`src/rtl/reservation_station_pkg.sv`:
```
// Shared types for the Tomasulo reservation stations: issue packet, CDB broadcast,
// functional-unit codes and the operand wakeup rule.
package reservation_station_pkg;

   localparam int RS_TAG_W = 4;
   localparam int XLEN     = 32;

   localparam logic [1:0] FU_ALU  = 2'b00;
   localparam logic [1:0] FU_MULT = 2'b01;
   localparam logic [1:0] FU_DIV  = 2'b10;
   localparam logic [1:0] FU_MEM  = 2'b11;

   localparam logic [RS_TAG_W-1:0] TAG_NONE = '0;

   typedef struct packed {
      logic                busy;
      logic [3:0]          op;
      logic [RS_TAG_W-1:0] qj;
      logic [RS_TAG_W-1:0] qk;
      logic [XLEN-1:0]     vj;
      logic [XLEN-1:0]     vk;
      logic [RS_TAG_W-1:0] dest;
      logic [XLEN-1:0]     address;
      logic [1:0]          fu_type;
      logic [XLEN-1:0]     pc;
   } reservation_station_s;

   typedef struct packed {
      logic                valid;
      logic                exception;
      logic [RS_TAG_W-1:0] rob_entry;
      logic [XLEN-1:0]     data;
   } cdb_packet_s;

   // A tag of zero already means "ready", so it can never be woken again.
   function automatic logic cdb_hit(cdb_packet_s cdb, logic [RS_TAG_W-1:0] q);
      return cdb.valid && !cdb.exception && (q != TAG_NONE) && (q == cdb.rob_entry);
   endfunction

endpackage

```
`src/rtl/reservation_station_age_select.sv`:
```
// Age matrix for the reservation station: older[i][j]=1 means slot i was allocated
// before slot j. Returns the oldest slot among the ready vector as a one-hot.
module rs_age_select
   import reservation_station_pkg::*;
#(
   parameter int NUM_ENTRIES = 4
) (
   input  logic                   clk,
   input  logic                   reset,
   input  logic                   clear,
   input  logic [NUM_ENTRIES-1:0] alloc_oh,
   input  logic [NUM_ENTRIES-1:0] free_oh,
   input  logic [NUM_ENTRIES-1:0] ready,
   output logic [NUM_ENTRIES-1:0] oldest_oh,
   output logic                   any_valid
);

   logic [NUM_ENTRIES-1:0][NUM_ENTRIES-1:0] older;
   logic [NUM_ENTRIES-1:0]                  beaten;

   // A new slot is younger than everything; a freed slot drops out of all orderings.
   always_ff @(posedge clk) begin
      if (reset || clear) begin
         older <= '0;
      end else begin
         for (int i = 0; i < NUM_ENTRIES; i++) begin
            for (int j = 0; j < NUM_ENTRIES; j++) begin
               if (i != j) begin
                  if (alloc_oh[i] || free_oh[i] || free_oh[j])
                     older[i][j] <= 1'b0;
                  else if (alloc_oh[j])
                     older[i][j] <= 1'b1;
               end
            end
         end
      end
   end

   always_comb begin
      beaten    = '0;
      oldest_oh = '0;
      for (int i = 0; i < NUM_ENTRIES; i++) begin
         for (int j = 0; j < NUM_ENTRIES; j++) begin
            if ((i != j) && ready[j] && !older[i][j])
               beaten[i] = 1'b1;
         end
         oldest_oh[i] = ready[i] && !beaten[i];
      end
   end

   assign any_valid = |ready;

endmodule

```
`src/rtl/reservation_station.sv`:
```
// Per-FU Tomasulo reservation station: slot array with CDB wakeup, oldest-ready
// select through an age matrix, and a registered valid/ready dispatch port.
module reservation_station
   import reservation_station_pkg::*;
#(
   parameter int NUM_ENTRIES = 4,
   parameter int TAG_W       = RS_TAG_W
) (
   input  logic                               clk_i,
   input  logic                               reset_i,
   input  logic                               flush_i,
   input  logic                               issue_valid_i,
   input  reservation_station_s               issue_packet_i,
   output logic                               full_o,
   output logic [$clog2(NUM_ENTRIES+1)-1:0]   occupancy_o,
   input  cdb_packet_s                        cdb_packet_i,
   output logic                               dispatch_valid_o,
   input  logic                               dispatch_ready_i,
   output logic [3:0]                         dispatch_op_o,
   output logic [31:0]                        dispatch_vj_o,
   output logic [31:0]                        dispatch_vk_o,
   output logic [31:0]                        dispatch_imm_o,
   output logic [TAG_W-1:0]                   dispatch_dest_o,
   output logic [31:0]                        dispatch_pc_o
);

   localparam int OCC_W = $clog2(NUM_ENTRIES+1);

   reservation_station_s   slot_q [NUM_ENTRIES];
   reservation_station_s   issue_woke;
   reservation_station_s   sel;
   logic [NUM_ENTRIES-1:0] busy;
   logic [NUM_ENTRIES-1:0] ready;
   logic [NUM_ENTRIES-1:0] free_slot_oh;
   logic [NUM_ENTRIES-1:0] alloc_oh;
   logic [NUM_ENTRIES-1:0] free_oh;
   logic [NUM_ENTRIES-1:0] oldest_oh;
   logic                   any_ready;
   logic                   load;
   logic                   unused_fields;

   assign full_o = &busy;

   always_comb begin
      occupancy_o = '0;
      for (int i = 0; i < NUM_ENTRIES; i++)
         occupancy_o = occupancy_o + OCC_W'(busy[i]);
   end

   // Lowest free slot: isolate the lowest set bit of ~busy (x & -x, with -x == busy+1).
   assign free_slot_oh = ~busy & (busy + 1'b1);
   assign alloc_oh     = (issue_valid_i && !full_o && !flush_i) ? free_slot_oh : '0;

   always_comb begin
      for (int i = 0; i < NUM_ENTRIES; i++)
         ready[i] = busy[i] && (slot_q[i].qj == TAG_NONE) && (slot_q[i].qk == TAG_NONE);
   end

   rs_age_select #(
      .NUM_ENTRIES (NUM_ENTRIES)
   ) u_age (
      .clk       (clk_i),
      .reset     (reset_i),
      .clear     (flush_i),
      .alloc_oh  (alloc_oh),
      .free_oh   (free_oh),
      .ready     (ready),
      .oldest_oh (oldest_oh),
      .any_valid (any_ready)
   );

   // The output register refills whenever it is empty or draining this cycle.
   assign load    = any_ready && (!dispatch_valid_o || dispatch_ready_i) && !flush_i;
   assign free_oh = load ? oldest_oh : '0;

   always_comb begin
      sel = '0;
      for (int i = 0; i < NUM_ENTRIES; i++)
         if (oldest_oh[i]) sel = slot_q[i];
   end

   // Same-cycle CDB result is folded into the packet being written.
   always_comb begin
      issue_woke      = issue_packet_i;
      issue_woke.busy = 1'b1;
      if (cdb_hit(cdb_packet_i, issue_packet_i.qj)) begin
         issue_woke.qj = TAG_NONE;
         issue_woke.vj = cdb_packet_i.data;
      end
      if (cdb_hit(cdb_packet_i, issue_packet_i.qk)) begin
         issue_woke.qk = TAG_NONE;
         issue_woke.vk = cdb_packet_i.data;
      end
   end

   always_ff @(posedge clk_i) begin
      if (reset_i || flush_i) begin
         busy <= '0;
      end else begin
         for (int i = 0; i < NUM_ENTRIES; i++) begin
            if (alloc_oh[i]) begin
               slot_q[i] <= issue_woke;
               busy[i]   <= 1'b1;
            end else begin
               if (free_oh[i]) busy[i] <= 1'b0;
               if (busy[i] && cdb_hit(cdb_packet_i, slot_q[i].qj)) begin
                  slot_q[i].qj <= TAG_NONE;
                  slot_q[i].vj <= cdb_packet_i.data;
               end
               if (busy[i] && cdb_hit(cdb_packet_i, slot_q[i].qk)) begin
                  slot_q[i].qk <= TAG_NONE;
                  slot_q[i].vk <= cdb_packet_i.data;
               end
            end
         end
      end
   end

   always_ff @(posedge clk_i) begin
      if (reset_i) begin
         dispatch_valid_o <= 1'b0;
         dispatch_op_o    <= '0;
         dispatch_vj_o    <= '0;
         dispatch_vk_o    <= '0;
         dispatch_imm_o   <= '0;
         dispatch_dest_o  <= '0;
         dispatch_pc_o    <= '0;
      end else if (flush_i) begin
         dispatch_valid_o <= 1'b0;
      end else if (load) begin
         dispatch_valid_o <= 1'b1;
         dispatch_op_o    <= sel.op;
         dispatch_vj_o    <= sel.vj;
         dispatch_vk_o    <= sel.vk;
         dispatch_imm_o   <= sel.address;
         dispatch_dest_o  <= sel.dest;
         dispatch_pc_o    <= sel.pc;
      end else if (dispatch_ready_i) begin
         dispatch_valid_o <= 1'b0;
      end
   end

   assign unused_fields = ^{sel.busy, sel.fu_type};

`ifdef RS_ASSERT_ISSUE_NOT_FULL
   // Issue into a full station is dropped; enable where the issue stage guarantees it never happens.
   always_ff @(posedge clk_i)
      if (!reset_i && !flush_i)
         assert (!(issue_valid_i && full_o)) else $error("issue while reservation station full");
`endif

endmodule

```
`config.mk`:
```
export PLATFORM = sky130hd
export DESIGN_NAME = reservation_station
export DESIGN_NICKNAME = d
export VERILOG_FILES = /design/src/rtl/reservation_station_pkg.sv /design/src/rtl/reservation_station_age_select.sv /design/src/rtl/reservation_station.sv
export SDC_FILE = /design/constraint.sdc
export NUM_CORES = 1
export LEC_CHECK = 0
export CAP_MARGIN = 15
export CORE_MARGIN = 3
export CORE_UTILIZATION = 61
export CTS_CLUSTER_SIZE = 10
export DETAILED_ROUTE_END_ITERATION = 8
export PLACE_DENSITY = 0.86
export SETUP_SLACK_MARGIN = 0.3
export SLEW_MARGIN = 40
export SYNTH_ARGS = -nofsm -noshare
export SYNTH_HDL_FRONTEND = slang
export SYNTH_SLANG_ARGS = --single-unit
```
`constraint.sdc`:
```
create_clock -name clk_i -period 9.27 [get_ports clk_i]
set_input_delay 0.927 -clock clk_i [delete_from_list [all_inputs] [get_ports clk_i]]
set_output_delay 0.927 -clock clk_i [all_outputs]
set_load 0.01 [all_outputs]
```
==> flow_summary.toml <==
[route]
via_per_inst = 6.729
route.met2.wl_um = 40060
num_vias = 19660
drc = 0
drt_first_pass_iters = 6
drt_iter0_drc = 1895
ant_nets = 0
wl_met1_um = 29490
wl_per_cell_um = 27.71
routed-wl-met3_um = 8231
routed_wl_um = 80970
highest_layer = "met5"

[power]
power_leakage_nw = 11.16
swShare_pct = 20.74
p_switching_w = 0.001411
p_int_w = 0.005394
power.density_nw_per_um2 = 188.9
clkPwrFrac_pct = 43.9
pwr-share-seq_pct = 52.3
ir_drop_mv = 0.1583
comb_power_share_pct = 3.8

[die]
dieArea_sq_um = 51250
rows = 80
core_area_sq_um = 47850
die_h_um = 226.4
start_util_pct = 61.93
die_w_um = 226.4
pin_count = 331

[placed_design]
place_hpwl_um = 45590
place_congestion = 0.8425
io_buffers = 327
place_area_sq_um = 33510

[worst_setup_path]
arrival_ns = 4.37
max_stage_delay_ns = 0.95
worst-path-max-fanout = 32
endpoint_kind = "flop"
critPathBufInv = 2
cp_top_family = "buffers and inverters"
path_cells = "clkdlybuf4s50_1 > nand2b_1 > clkinv_2 > nand2_1 > nand2_4 > a22o_1"
slowest_stage = "clkdlybuf4s50_1"
critPathRequiredTime_ns = 9.65
critPathKind = "in2reg"
startpoint_type = "input port"

[synthesis]
synth_top_area_share_pct = 57.57
syn_avg_cell_area_sq_um = 15.41
synthesis.instances = 1923
yosys_register_bits = 729
synth_edf_count = 568
synth.distinct_cells = 56
synthTopCellsByArea = "edfxtp_1 58%, dfxtp_1 11%, mux2_2 6.5%"
synth_warnings = 0
seq_area_frac_synth_pct = 68.44
yosys.area.top_type = "edfxtp_1"
synth_area_sq_um = 29630
synthFlopType = "edfxtp_1"
async_reset_ff_share_pct = 0
syn-num-nets = 2118

[sta]
hold_viol_final = 0
fin_crit_sh_pct = 43.00
clock-skew-final_ns = 0.02457
rsz0062_at_grt = "false"
finalMaxSlewViolations = 0
tns_ns = 0
post-route-min-period_ns = 3.986
worstMarginPinSlew_ns = 0.8920
setup_viol = 0
relSlewSlack_pct = 40.54
max_freq_ghz = 0.2509

[clocking]
clockBufferDepth = 3
cts_root_buf = "clkbuf_16"
clk_latency_ns = 0.64
postCtsSetupBuffers = 0
cts_made_buffers = 83
htreeDepth = 3
cts-resized-gates = 0
cts_tree = "built"
clock-sinks = 729
hold_buffers = 0
cts.clk_slew.worst_paths_ns = 0.06

[grt]
grt_max_degree = 81
overflow = 0
antenna_found_initial = 17
grtUsageTotal_pct = 31.11
grt_pass1_wl_um = 120500
grt_pass1_vias = 20470

[run_status]
status = "finished, final reports clean"

[final_layout]
nFillCells = 2794
syn2layout_area_growth_pct = 21.61
nets = 2423
final_layout_size_suffix_gt1_share_pct = 19.73
fin_area_sq_um = 36030
final_cell_mix = "568 x edfxtp_1, 327 x clkdlybuf4s50_1, 172 x mux2_2"
regArea_sq_um = 20280
multi_input_comb_area_sq_um = 8753
final_common_cell = "edfxtp_1"

[job]
max-cap-violations = 0

[worst_hold_path]
hold_class = "reg2reg"
registers in the layout, indices dropped and copies added, names as in the netlist:
signal and cells:
dispatch_op_o 4, dispatch_vk_o 32, slot_q 576, dispatch_imm_o 32
u_age.older 12, busy 4, dispatch_valid_o 1, dispatch_pc_o 32
dispatch_dest_o 4, dispatch_vj_o 32
power groups by stage:
stage               clock (W)  combinational (W)  sequential [W]
floorplan                   0          0.0000968         0.00363
global placement            0           0.000238         0.00363
detailed placement          0           0.000251         0.00363
CTS                   0.00301           0.000254         0.00356
global route          0.00314           0.000272         0.00356
finish                0.00299           0.000256         0.00356
Yosys cell counts (all sizes together), types with 20 or more instances:
master,n
a221oi,136
edfxtp,568
xnor2,28
mux2,192
buf,74
a22o,68
o21ai,281
a22oi,136
clkbuf,70
nor2,32
nand2,20
dfxtp,161
logic make-up after synthesis:
kind of cell,synth area share (%)
compound gates,17.24
xor+xnor,1.094
fa+ha+maj,0.2365
simple gates,3.057
flops,68.44
mux,7.297
buf+inv,2.631
layout make-up:
| class | count | area share (%) |
|---|---|---|
| diodes | 11 | 0.07639 |
| clock buffers | 146 | 6.507 |
| clock inverters | 7 | 0.3160 |
| inverters | 15 | 0.1736 |
| multi-input cells | 1035 | 24.29 |
| flip-flops and latches | 729 | 56.28 |
| well taps | 615 | 2.136 |
| repair buffers | 364 | 10.22 |
layer usage:
| layer | vias to the layer above | global-route usage (%) |
|---|---|---|
| li1 | 8389 | - |
| met1 | 9897 | 37.94 |
| met2 | 1110 | 52.72 |
| met3 | 251 | 8.428 |
| met4 | 14 | 13.06 |
| met5 | - | 0 |
path summary, 6_finish.rpt:
check / from / endpoint / slack, ns / cells after the start
setup / recovery: reset_i / slot_q[2][83] / 5.28 / 6
hold / removal: slot_q[3][26] / dispatch_pc_o[26] / 0.47 / 2
setup reg to reg: slot_q[2][141] / dispatch_imm_o[22] / 5.52 / 7
hold reg to reg: slot_q[3][26] / dispatch_pc_o[26] / 0.47 / 2
per-stage QoR:
| stage | utilization [%] | setup slack, ns | cells | hold WS, ns | total power (W) |
|---|---|---|---|---|---|
| 4_1_cts | 75.19 | 5.337 | 2910 | 0.4620 | 0.006822 |
| 3_3_place_gp | 69.68 | 4.484 | 2750 | 0.4453 | 0.003864 |
| 6_report | 75.31 | 5.284 | 2922 | 0.4652 | 0.006806 |
| 2_1_floorplan | - | 4.471 | 1923 | 0.4412 | 0.003724 |
| 3_5_place_dp | 70.05 | 4.679 | 2757 | 0.4593 | 0.003880 |
| 5_1_grt | 75.29 | 5.136 | 2918 | 0.4862 | 0.006976 |
worst register-to-register path: cells and delay by family, from the launching register on:
family | cells | cell delay (ns)
buffers and inverters | 1 | 0.90
DFF | 1 | 0.33
AOI/OAI and AO/OA | 3 | 0.96
and+or+nand+nor | 3 | 1.49
No activity file was read; power rests on OpenSTA's default activity.
